## config.mk

```make
export PLATFORM = sky130hd
export DESIGN_NAME = timer_sched
export DESIGN_NICKNAME = d
export VERILOG_FILES = /design/src/rtl/timer_sched.sv
export SDC_FILE = /design/constraint.sdc
export NUM_CORES = 1
export LEC_CHECK = 0
export ABC_CLOCK_PERIOD_IN_PS = 1700
export CORE_ASPECT_RATIO = 1.1
export CORE_MARGIN = 1
export CORE_UTILIZATION = 40
export CTS_BUF_LIST = sky130_fd_sc_hd__clkbuf_8
export CTS_CLUSTER_DIAMETER = 50
export DETAILED_ROUTE_END_ITERATION = 10
export PLACE_DENSITY = 0.86
export SYNTH_ARGS = -nofsm -noshare
export SYNTH_HDL_FRONTEND = slang
export SYNTH_SLANG_ARGS = --single-unit
```

## constraint.sdc

```tcl
create_clock -name Clk -period 1.7 [get_ports Clk]
set_clock_uncertainty 0.15 [all_clocks]
set_input_delay 0.34 -clock Clk [delete_from_list [all_inputs] [get_ports Clk]]
set_output_delay 0.34 -clock Clk [all_outputs]
set_load 0.03 [all_outputs]
```

## src/rtl/timer_sched.sv

```systemverilog
// timer_sched: round-robin sequencer sharing one hull timer among N_REQ requesters.
// Optional RUN-length limit is compiled in with `define TIMER_SCHED_TIMEOUT_EN.
module timer_sched #(
  parameter int unsigned N_REQ   = 4,
  parameter int unsigned BIT     = 32,
  parameter int unsigned ID_W    = 2,
  parameter int unsigned MAX_RUN = 1000
) (
  input  logic             Clk,
  input  logic             Clr,
  input  logic [N_REQ-1:0] req,
  input  logic [N_REQ-1:0] stop,
  input  logic [N_REQ-1:0] dir,
  output logic             tmr_enable,
  output logic             tmr_start,
  output logic             tmr_clr_n,
  output logic             tmr_dir,
  input  logic [BIT-1:0]   tmr_count,
  output logic [N_REQ-1:0] grant,
  output logic             busy,
  output logic             done,
  output logic [ID_W-1:0]  done_id,
  output logic [BIT-1:0]   result,
  output logic             timeout
);

  if (N_REQ < 2 || N_REQ > 8 || (2 ** ID_W) < N_REQ || MAX_RUN < 1) begin : g_param_check
    $error("timer_sched: illegal parameter combination");
  end

  typedef enum logic [2:0] {StIdle, StClear, StRun, StLatch, StCapt} state_e;

  state_e            state_q, state_d;
  logic [ID_W-1:0]   rr_q, rr_d;
  logic [ID_W-1:0]   owner_q, owner_d;
  logic [N_REQ-1:0]  grant_q, grant_d;
  logic              tmr_dir_q, tmr_dir_d;
  logic              tmr_enable_q, tmr_start_q, tmr_clr_n_q, busy_q;
  logic              done_q, done_d;
  logic [ID_W-1:0]   done_id_q, done_id_d;
  logic [BIT-1:0]    result_q, result_d;
  logic              pick_found;
  logic [ID_W-1:0]   pick_idx, pick_nxt, cand_idx;
  int unsigned       cand;
  logic              run_limit;

  // First requester at or after rr_q, wrapping around.
  always_comb begin
    pick_found = 1'b0;
    pick_idx   = '0;
    pick_nxt   = '0;
    cand       = 0;
    cand_idx   = '0;
    for (int unsigned j = 0; j < N_REQ; j++) begin
      cand     = (32'(rr_q) + j) % N_REQ;
      cand_idx = ID_W'(cand);
      if (!pick_found && req[cand_idx]) begin
        pick_found = 1'b1;
        pick_idx   = cand_idx;
        pick_nxt   = ID_W'((cand + 1) % N_REQ);
      end
    end
  end

`ifdef TIMER_SCHED_TIMEOUT_EN
  localparam int unsigned RunW = $clog2(MAX_RUN + 1);

  logic [RunW-1:0] run_cnt_q;
  logic            to_flag_q, timeout_q;

  // run_cnt_q holds (RUN cycle number - 1) while in RUN.
  assign run_limit = (state_q == StRun) && (run_cnt_q == RunW'(MAX_RUN - 1));

  always_ff @(posedge Clk or negedge Clr) begin
    if (!Clr) begin
      run_cnt_q <= '0;
      to_flag_q <= 1'b0;
      timeout_q <= 1'b0;
    end else begin
      run_cnt_q <= (state_q == StRun) ? run_cnt_q + 1'b1 : '0;
      if (run_limit && !stop[owner_q]) begin
        to_flag_q <= 1'b1;
      end else if (state_q == StIdle) begin
        to_flag_q <= 1'b0;
      end
      timeout_q <= (state_q == StCapt) && to_flag_q;
    end
  end

  assign timeout = timeout_q;
`else
  assign run_limit = 1'b0;
  assign timeout   = 1'b0;
`endif

  always_comb begin
    state_d   = state_q;
    rr_d      = rr_q;
    owner_d   = owner_q;
    grant_d   = grant_q;
    tmr_dir_d = tmr_dir_q;
    done_d    = 1'b0;
    done_id_d = done_id_q;
    result_d  = result_q;
    unique case (state_q)
      StIdle: begin
        if (pick_found) begin
          state_d           = StClear;
          rr_d              = pick_nxt;
          owner_d           = pick_idx;
          grant_d           = '0;
          grant_d[pick_idx] = 1'b1;
          tmr_dir_d         = dir[pick_idx];
        end
      end
      StClear: state_d = StRun;
      StRun: begin
        if (stop[owner_q] || run_limit) begin
          state_d = StLatch;
        end
      end
      StLatch: state_d = StCapt;
      StCapt: begin
        state_d   = StIdle;
        grant_d   = '0;
        done_d    = 1'b1;
        done_id_d = owner_q;
        result_d  = tmr_count;
      end
      default: state_d = StIdle;
    endcase
  end

  // Timer pins are registered from the next state so no decode glitches reach them.
  always_ff @(posedge Clk or negedge Clr) begin
    if (!Clr) begin
      state_q      <= StIdle;
      rr_q         <= '0;
      owner_q      <= '0;
      grant_q      <= '0;
      tmr_dir_q    <= 1'b1;
      tmr_enable_q <= 1'b0;
      tmr_start_q  <= 1'b0;
      tmr_clr_n_q  <= 1'b1;
      busy_q       <= 1'b0;
      done_q       <= 1'b0;
      done_id_q    <= '0;
      result_q     <= '0;
    end else begin
      state_q      <= state_d;
      rr_q         <= rr_d;
      owner_q      <= owner_d;
      grant_q      <= grant_d;
      tmr_dir_q    <= tmr_dir_d;
      tmr_enable_q <= (state_d == StRun);
      tmr_start_q  <= (state_d == StRun);
      tmr_clr_n_q  <= (state_d != StClear);
      busy_q       <= (state_d != StIdle);
      done_q       <= done_d;
      done_id_q    <= done_id_d;
      result_q     <= result_d;
    end
  end

  assign tmr_enable = tmr_enable_q;
  assign tmr_start  = tmr_start_q;
  assign tmr_clr_n  = tmr_clr_n_q;
  assign tmr_dir    = tmr_dir_q;
  assign grant      = grant_q;
  assign busy       = busy_q;
  assign done       = done_q;
  assign done_id    = done_id_q;
  assign result     = result_q;

endmodule

```

==> qor.yml, run 1 <==
outcome:
  status: "finished, violations left"
  violations: "setup timing"
pwr:
  p_int_mw: 3.66
  irDropWorstVdd_mv: 0.984
  clkPwrFrac_pct: 13.1
  share_comb_of_total_power_pct: 54.7
  power_frac_seq_pct: 32.3
  leakage_nw: 1.70
  cellPowerDensity_nw_per_um2: 1900
  sw_frac_of_total_pct: 43.5
  p_switching_mw: 2.82
placement:
  routabilityCongestion: 0.894
  port_buffers: 89
  dp_hpwl_mm: 3.88
cells_and_area:
  area_growth_pct: 56.7
  n_antenna_cell: 0
  drive_gt1_share_pct: 17.5
  final-seq-area_um2: 1260
  nets: 383
  fill_cells: 431
  final_util_pct: 66.5
  multi_input_area_um2: 896
drt:
  antenna_left: 0
  vias_per_cell: 4.77
  vias: 1956
  drtPass1Iterations: 4
  drt-wirelength-per-cell_um: 13.0
  first_iter_violations: 91
  drcViolationCount: 0
  drt_wl_total_mm: 5.32
die:
  die_h_um: 79.4
  floorplan.initialDensity_pct: 42.5
  dieArea_um2: 5750
  core-area_um2: 5130
  fp.dieW_um: 72.4
  top_level_ports: 91
  rows: 27
grt:
  grt_max_degree: 33
  grtUsageTotal_pct: 19.7
  grt_pass1_wl_mm: 8.86
  grt_pass1_vias: 1961
  antenna_found_initial: 0
  overflow: 0
setup_path:
  cp-start-kind: "flop"
  cp_max_fo: 4
  required_ns: 1.77
  crit_type: "reg -> reg"
  arrival_ns: 1.78
  endpoint_kind: "flop"
yosys:
  syn_inst: 230
  synth.most_common_cell: "nand2_1"
  synth.avg_cell_area_um2: 9.48
  yosysTopAreaCell: "dfrtp_1"
  synth_fp_nets: 276
  synth_ff_type: "dfrtp_1"
  netlist_top_cells_area: "dfrtp_1 55%, nand2_1 18%, dfstp_2 2.4%, a32o_1 1.8%, a21oi_1 1.6%"
  ys_warn_count: 0
  seq_area_frac_synth_pct: 57.5
  netlist_area_um2: 2180
  postSynth.asyncResetShare_pct: 100
  synth_top_area_share_pct: 55.1
  synth_cell_type_count: 39
  synth-edff-count: 0
  netlist_top_cells_count: "107 x nand2_1, 48 x dfrtp_1, 9 x nor2_1"
  ys_ff_latch: 50
sta:
  post-route-period-util_pct: 101
  maxSlewViolCount: 0
  hold_viol: 0
  fin_crit_ns: 1.71
  fin_ws_ns: -0.0135
  max_clock_freq_ghz: 0.584
  rsz0062_at_grt: "true"
  setup_tns_ns: -0.0135
  setup_viol: 1
cts:
  cts_tree: "built"
  numCtsBuffers: 5
  numClockSinks: 50
  clk_pin_slew_ns: 0.09
  htreeDepth: 2
  clk-insertion-delay-late_ns: 0.29
  clockBufferDepth: 2
  cts_root_buf: "clkbuf_8"
run:
  max-cap-violations: 0
hold_path:
  hold_path_class: "reg -> reg"
## area by class of cell
| cell class | count | share of cell area, % |
|---|---|---|
| sequential | 50 | 36.8 |
| timing repair buffer | 114 | 30.6 |
| multi-input combinational | 163 | 26.2 |
| tap | 72 | 2.64 |
| clock buffer | 6 | 2.42 |
| clock inverter | 2 | 0.989 |
| inverter | 3 | 0.330 |
## flip-flops by register name, summed over array words and instances, names as in the netlist
signal     cells
busy           1
tmr_clr_n      1
rr_q           2
owner_q        2
done           1
state_q        3
tmr_start      1
result        32
done_id        2
tmr_dir        1
grant          4
## worst paths after layout
| path | depth (start not counted) | start | slack [ns] | endpoint |
|---|---|---|---|---|
| max | 6 | rr_q[1] | -0.01 | tmr_dir |
| min | 2 | result[1] | 0.32 | result[1] |
| max reg2reg | 6 | rr_q[1] | -0.01 | tmr_dir |
| min reg2reg | 2 | result[1] | 0.32 | result[1] |
| max in group asynchronous | 3 | Clr | 0.70 | result[1] |
| min in group asynchronous | 3 | Clr | 0.41 | busy |
## layer usage
layer,vias up,part of all wire (%),track usage (%)
li1,953,-,-
met1,940,43,23.9
met2,61,51,34.0
met3,2,5.8,5.56
met4,0,0.32,5.10
met5,-,0,0
## power groups by stage
stage / clock [mW] / combinational, mW / sequential [mW]
after floorplan: 0 / 1.21 / 3.12
after global placement: 0 / 3.68 / 2.13
after detailed placement: 0 / 3.76 / 2.14
after CTS: 0.865 / 3.50 / 2.09
after global routing: 0.926 / 3.83 / 2.17
final: 0.847 / 3.55 / 2.09
## metrics by stage
step	setup WS (ns)	cells	hold WS, ns	area, um2	total power, mW
after floorplan	0.00477	230	-0.106	2200	4.32
after global placement	-0.496	398	0.195	3270	5.80
after detailed placement	-0.586	398	0.195	3270	5.90
after CTS	0.000150	410	0.327	3380	6.45
after global routing	-0.0791	410	0.343	3420	6.92
final	-0.0135	410	0.324	3420	6.49
## cell families after synthesis
family,share of synthesized area [%]
XOR/XNOR,0.402
AND/OR/NAND/NOR,23.9
other,0.172
buffers and inverters,4.07
multiplexers,3.67
AO/OA/AOI/OAI,10.3
flip-flops,57.5
## critical path: stages, from the launching register on
cell and delay, ns:
dfrtp_2 0.45, buf_6 0.14, mux2i_2 0.15, o221ai_2 0.23, mux2_4 0.34, nor3_4 0.12
a211oi_2 0.06
## layout by cell type, fill, tap and decap left out, types with 2 or more instances in the layout
cell type        netlist  routed
a21oi_1                7       6
a32o_1                 4       4
buf_12                 0       2
buf_2                  4       2
buf_4                  3      20
buf_6                  1       2
clkbuf_8               0       6
clkdlybuf4s15_2        0       2
clkdlybuf4s50_1        0      40
dfrtp_1               48      46
dfrtp_2                0       2
dfstp_2                2       2
dlygate4sd2_1          0      43
inv_1                  2       3
mux2_4                 1       3
nand2_1              107     107
nand2b_1               4       4
nor2_1                 9       9
nor3_1                 3       2
o21ai_0                4       2
o21ai_1                0       2
## timing repair
item / CTS / global route
hold buffers: 1 / 0
resized for setup: 60 / 17
gates cloned: 0 / 0
endpoints found under the hold margin: 48 / 0
endpoints found under the setup margin: 55 / 9
pin swaps: 2 / 4
buffers inserted: 3 / 1
Note: power is estimated with default switching activity, not from simulation.
==> inputs of run 2 (changes only) <==
==> config.mk (replaced) <==
export PLATFORM = sky130hd
export DESIGN_NAME = timer_sched
export DESIGN_NICKNAME = d
export VERILOG_FILES = /design/src/rtl/timer_sched.sv
export SDC_FILE = /design/constraint.sdc
export NUM_CORES = 1
export LEC_CHECK = 0
export ABC_CLOCK_PERIOD_IN_PS = 1800
export CORE_ASPECT_RATIO = 1.1
export CORE_MARGIN = 1
export CORE_UTILIZATION = 44
export CTS_BUF_LIST = sky130_fd_sc_hd__clkbuf_8
export CTS_CLUSTER_DIAMETER = 50
export DETAILED_ROUTE_END_ITERATION = 10
export PLACE_DENSITY = 0.89
export SYNTH_ARGS = -nofsm -noshare
export SYNTH_HDL_FRONTEND = slang
export SYNTH_SLANG_ARGS = --single-unit
==> constraint.sdc (replaced) <==
create_clock -name Clk -period 1.8 [get_ports Clk]
set_clock_uncertainty 0.15 [all_clocks]
set_input_delay 0.36 -clock Clk [delete_from_list [all_inputs] [get_ports Clk]]
set_output_delay 0.36 -clock Clk [all_outputs]
set_load 0.03 [all_outputs]
==> run 2 against run 1 <==
  * The flow now finishes without violations
  * Sequential share of layout area up 0.70 points
  * Global-route usage up 0.94 points
  * Wire length is 1.4% lower
  * First-iteration DRC count fell by 1.1%
  * Via count is 0.26% lower
  * Worst hold slack lost 0.0046 ns
  * Clock power is 24% lower
  * Power down 9.6%
  * Clock-buffer cell count stayed put
  * Critical path depth shrank 1
  * Non-clock buffer count grew 2
  * Critical path type is now in -> reg
  * Largest cell class unchanged
  * Largest power group unchanged
==> qor.yml, run 2 (synthesis gave the netlist of run 1 again) <==
sta:
  fin_ws_ns: 0.0359  # was -0.0135 ns
  setup_viol: 0  # was 1
  rsz0062_at_grt: "true"  # unchanged
  max_clock_freq_ghz: 0.567
  whs_ns: 0.319  # was 0.324 ns
  hold_viol: 0  # unchanged
  post-route-period-util_pct: 98.0
  setup_tns_ns: 0  # was -0.0135 ns
  maxSlewViolCount: 0  # unchanged
  fin_crit_ns: 1.76
setup_path:
  crit_type: "in -> reg"  # was reg -> reg
  arrival_ns: 1.79  # was 1.78 ns
  cp-start-kind: "primary input"  # was flop
  endpoint_kind: "flop"  # unchanged
  cp_max_fo: 8  # was 4
  required_ns: 1.83  # was 1.77 ns
drt:
  drtPass1Iterations: 4  # unchanged
  drt-wirelength-per-cell_um: 13.2  # was 13.0 um
  drcViolationCount: 0  # unchanged
  vias_per_cell: 4.93  # was 4.77
  first_iter_violations: 90  # was 91
  antenna_left: 0  # unchanged
  drt_wl_total_mm: 5.25  # was 5.32 mm
  vias: 1951  # was 1956
cells_and_area:
  n_antenna_cell: 0  # unchanged
  fin_area_um2: 3350  # was 3420 um2
  final_util_pct: 71.0  # was 66.5%
  fin_cells: 396  # was 410
  largest_reg_flops: 32  # unchanged
  fill_cells: 370  # was 431
  final_common_cell: "nand2_1"  # unchanged
  mostFrequentLayoutCells: "107 x nand2_1, 47 x dfrtp_1, 47 x dlygate4sd2_1"  # was 107 x nand2_1, 46 x dfrtp_1, 43 x dlygate4sd2_1
  nets: 385  # was 383
  drive_gt1_share_pct: 15.3  # was 17.5%
  area_growth_pct: 53.6  # was 56.7%
cts:
  htreeDepth: 2  # unchanged
  clockBufferDepth: 2  # unchanged
  clk_pin_slew_ns: 0.08  # was 0.09 ns
  cts_root_buf: "clkbuf_8"  # unchanged
  cts_tree: "built"  # unchanged
  clk-insertion-delay-late_ns: 0.28  # was 0.29 ns
  numCtsBuffers: 5  # unchanged
  numClockSinks: 50  # unchanged
grt:
  grt_pass1_wl_mm: 8.56  # was 8.86 mm
  antenna_found_initial: 0  # unchanged
  grt_pass1_vias: 1956  # was 1961
  grt_max_degree: 25  # was 33
  gr-usage-met3_pct: 5.95  # was 5.56%
  grtUsageTotal_pct: 20.6  # was 19.7%
  use_met1_pct: 23.8  # was 23.9%
  grt_busiest_layer: "met2"  # unchanged
  grt_use_met2_pct: 38.4  # was 34.0%
  overflow: 0  # unchanged
placement:
  dp_hpwl_mm: 3.83  # was 3.88 mm
  routabilityCongestion: 0.808  # was 0.894
  pre_cts_slack_ns: -0.470  # was -0.586 ns
  placed_cell_area_um2: 3270  # about the same
  port_buffers: 89  # unchanged
  dp.cells: 387  # was 398
die:
  core-area_um2: 4720  # was 5130 um2
  floorplan.initialDensity_pct: 46.2  # was 42.5%
  die_h_um: 75.8  # was 79.4 um
  rows: 26  # was 27
  top_level_ports: 91  # unchanged
  dieArea_um2: 5240  # was 5750 um2
  fp.dieW_um: 69.1  # was 72.4 um
pwr:
  cellPowerDensity_nw_per_um2: 1750  # was 1900 nW/um2
  power_mw: 5.87  # was 6.49 mW
  irDropWorstVdd_mv: 1.12  # was 0.984 mV
  leakage_nw: 1.69  # was 1.70 nW
hold_path:
  hold_path_class: "reg -> reg"  # unchanged
outcome:
  status: "finished clean"  # was finished, violations left
run:
  max-cap-violations: 0  # unchanged
==> run 2: repair_timing <==
action	4_1_cts	5_1_grt
endpoints found under the hold margin	14	0
buffers inserted	0	0
setup endpoints to repair	53	5
pin swaps	0	0
hold buffers	1	0
resized for setup	56	2
==> run 2: layer usage <==
layer | up-vias | part of all wire, %
met1 | 931 | 41
met2 | 60 | 53
li1 | 958 | -
met4 | 0 | 0.32
met3 | 2 | 5.3
met5 | - | 0
==> run 2: final timing paths <==
kind | from | end | slack (ns) | cells after the start
max in group asynchronous | Clr | result[27] | 0.62 | 3
min | result[28] | result[28] | 0.32 | 2
min in group asynchronous | Clr | done_id[0] | 0.40 | 2
min reg2reg | result[28] | result[28] | 0.32 | 2
max | req[3] | grant[1] | 0.04 | 5
max reg2reg | rr_q[1] | tmr_dir | 0.05 | 6
==> run 2: power by group <==
part,switching (mW),internal (mW)
combinational,2.00,1.24
clock,0.336,0.305
sequential,0.302,1.68
==> run 2: area by class of cell <==
class,count,area [um2],share of cell area (%)
Clock inverter,2,8.76,0.261
Multi-Input combinational cell,163,870,26.0
Timing Repair Buffer,116,1050,31.4
Inverter,3,11.3,0.336
Tap cell,56,70.1,2.09
Clock buffer,6,82.6,2.47
Sequential cell,50,1250,37.5
==> run 2: worst max-delay path: stages <==
cell,delay (ns)
clkdlybuf4s50_1,0.50
nor4_2,0.07
or4_4,0.46
buf_6,0.16
a32o_1,0.25
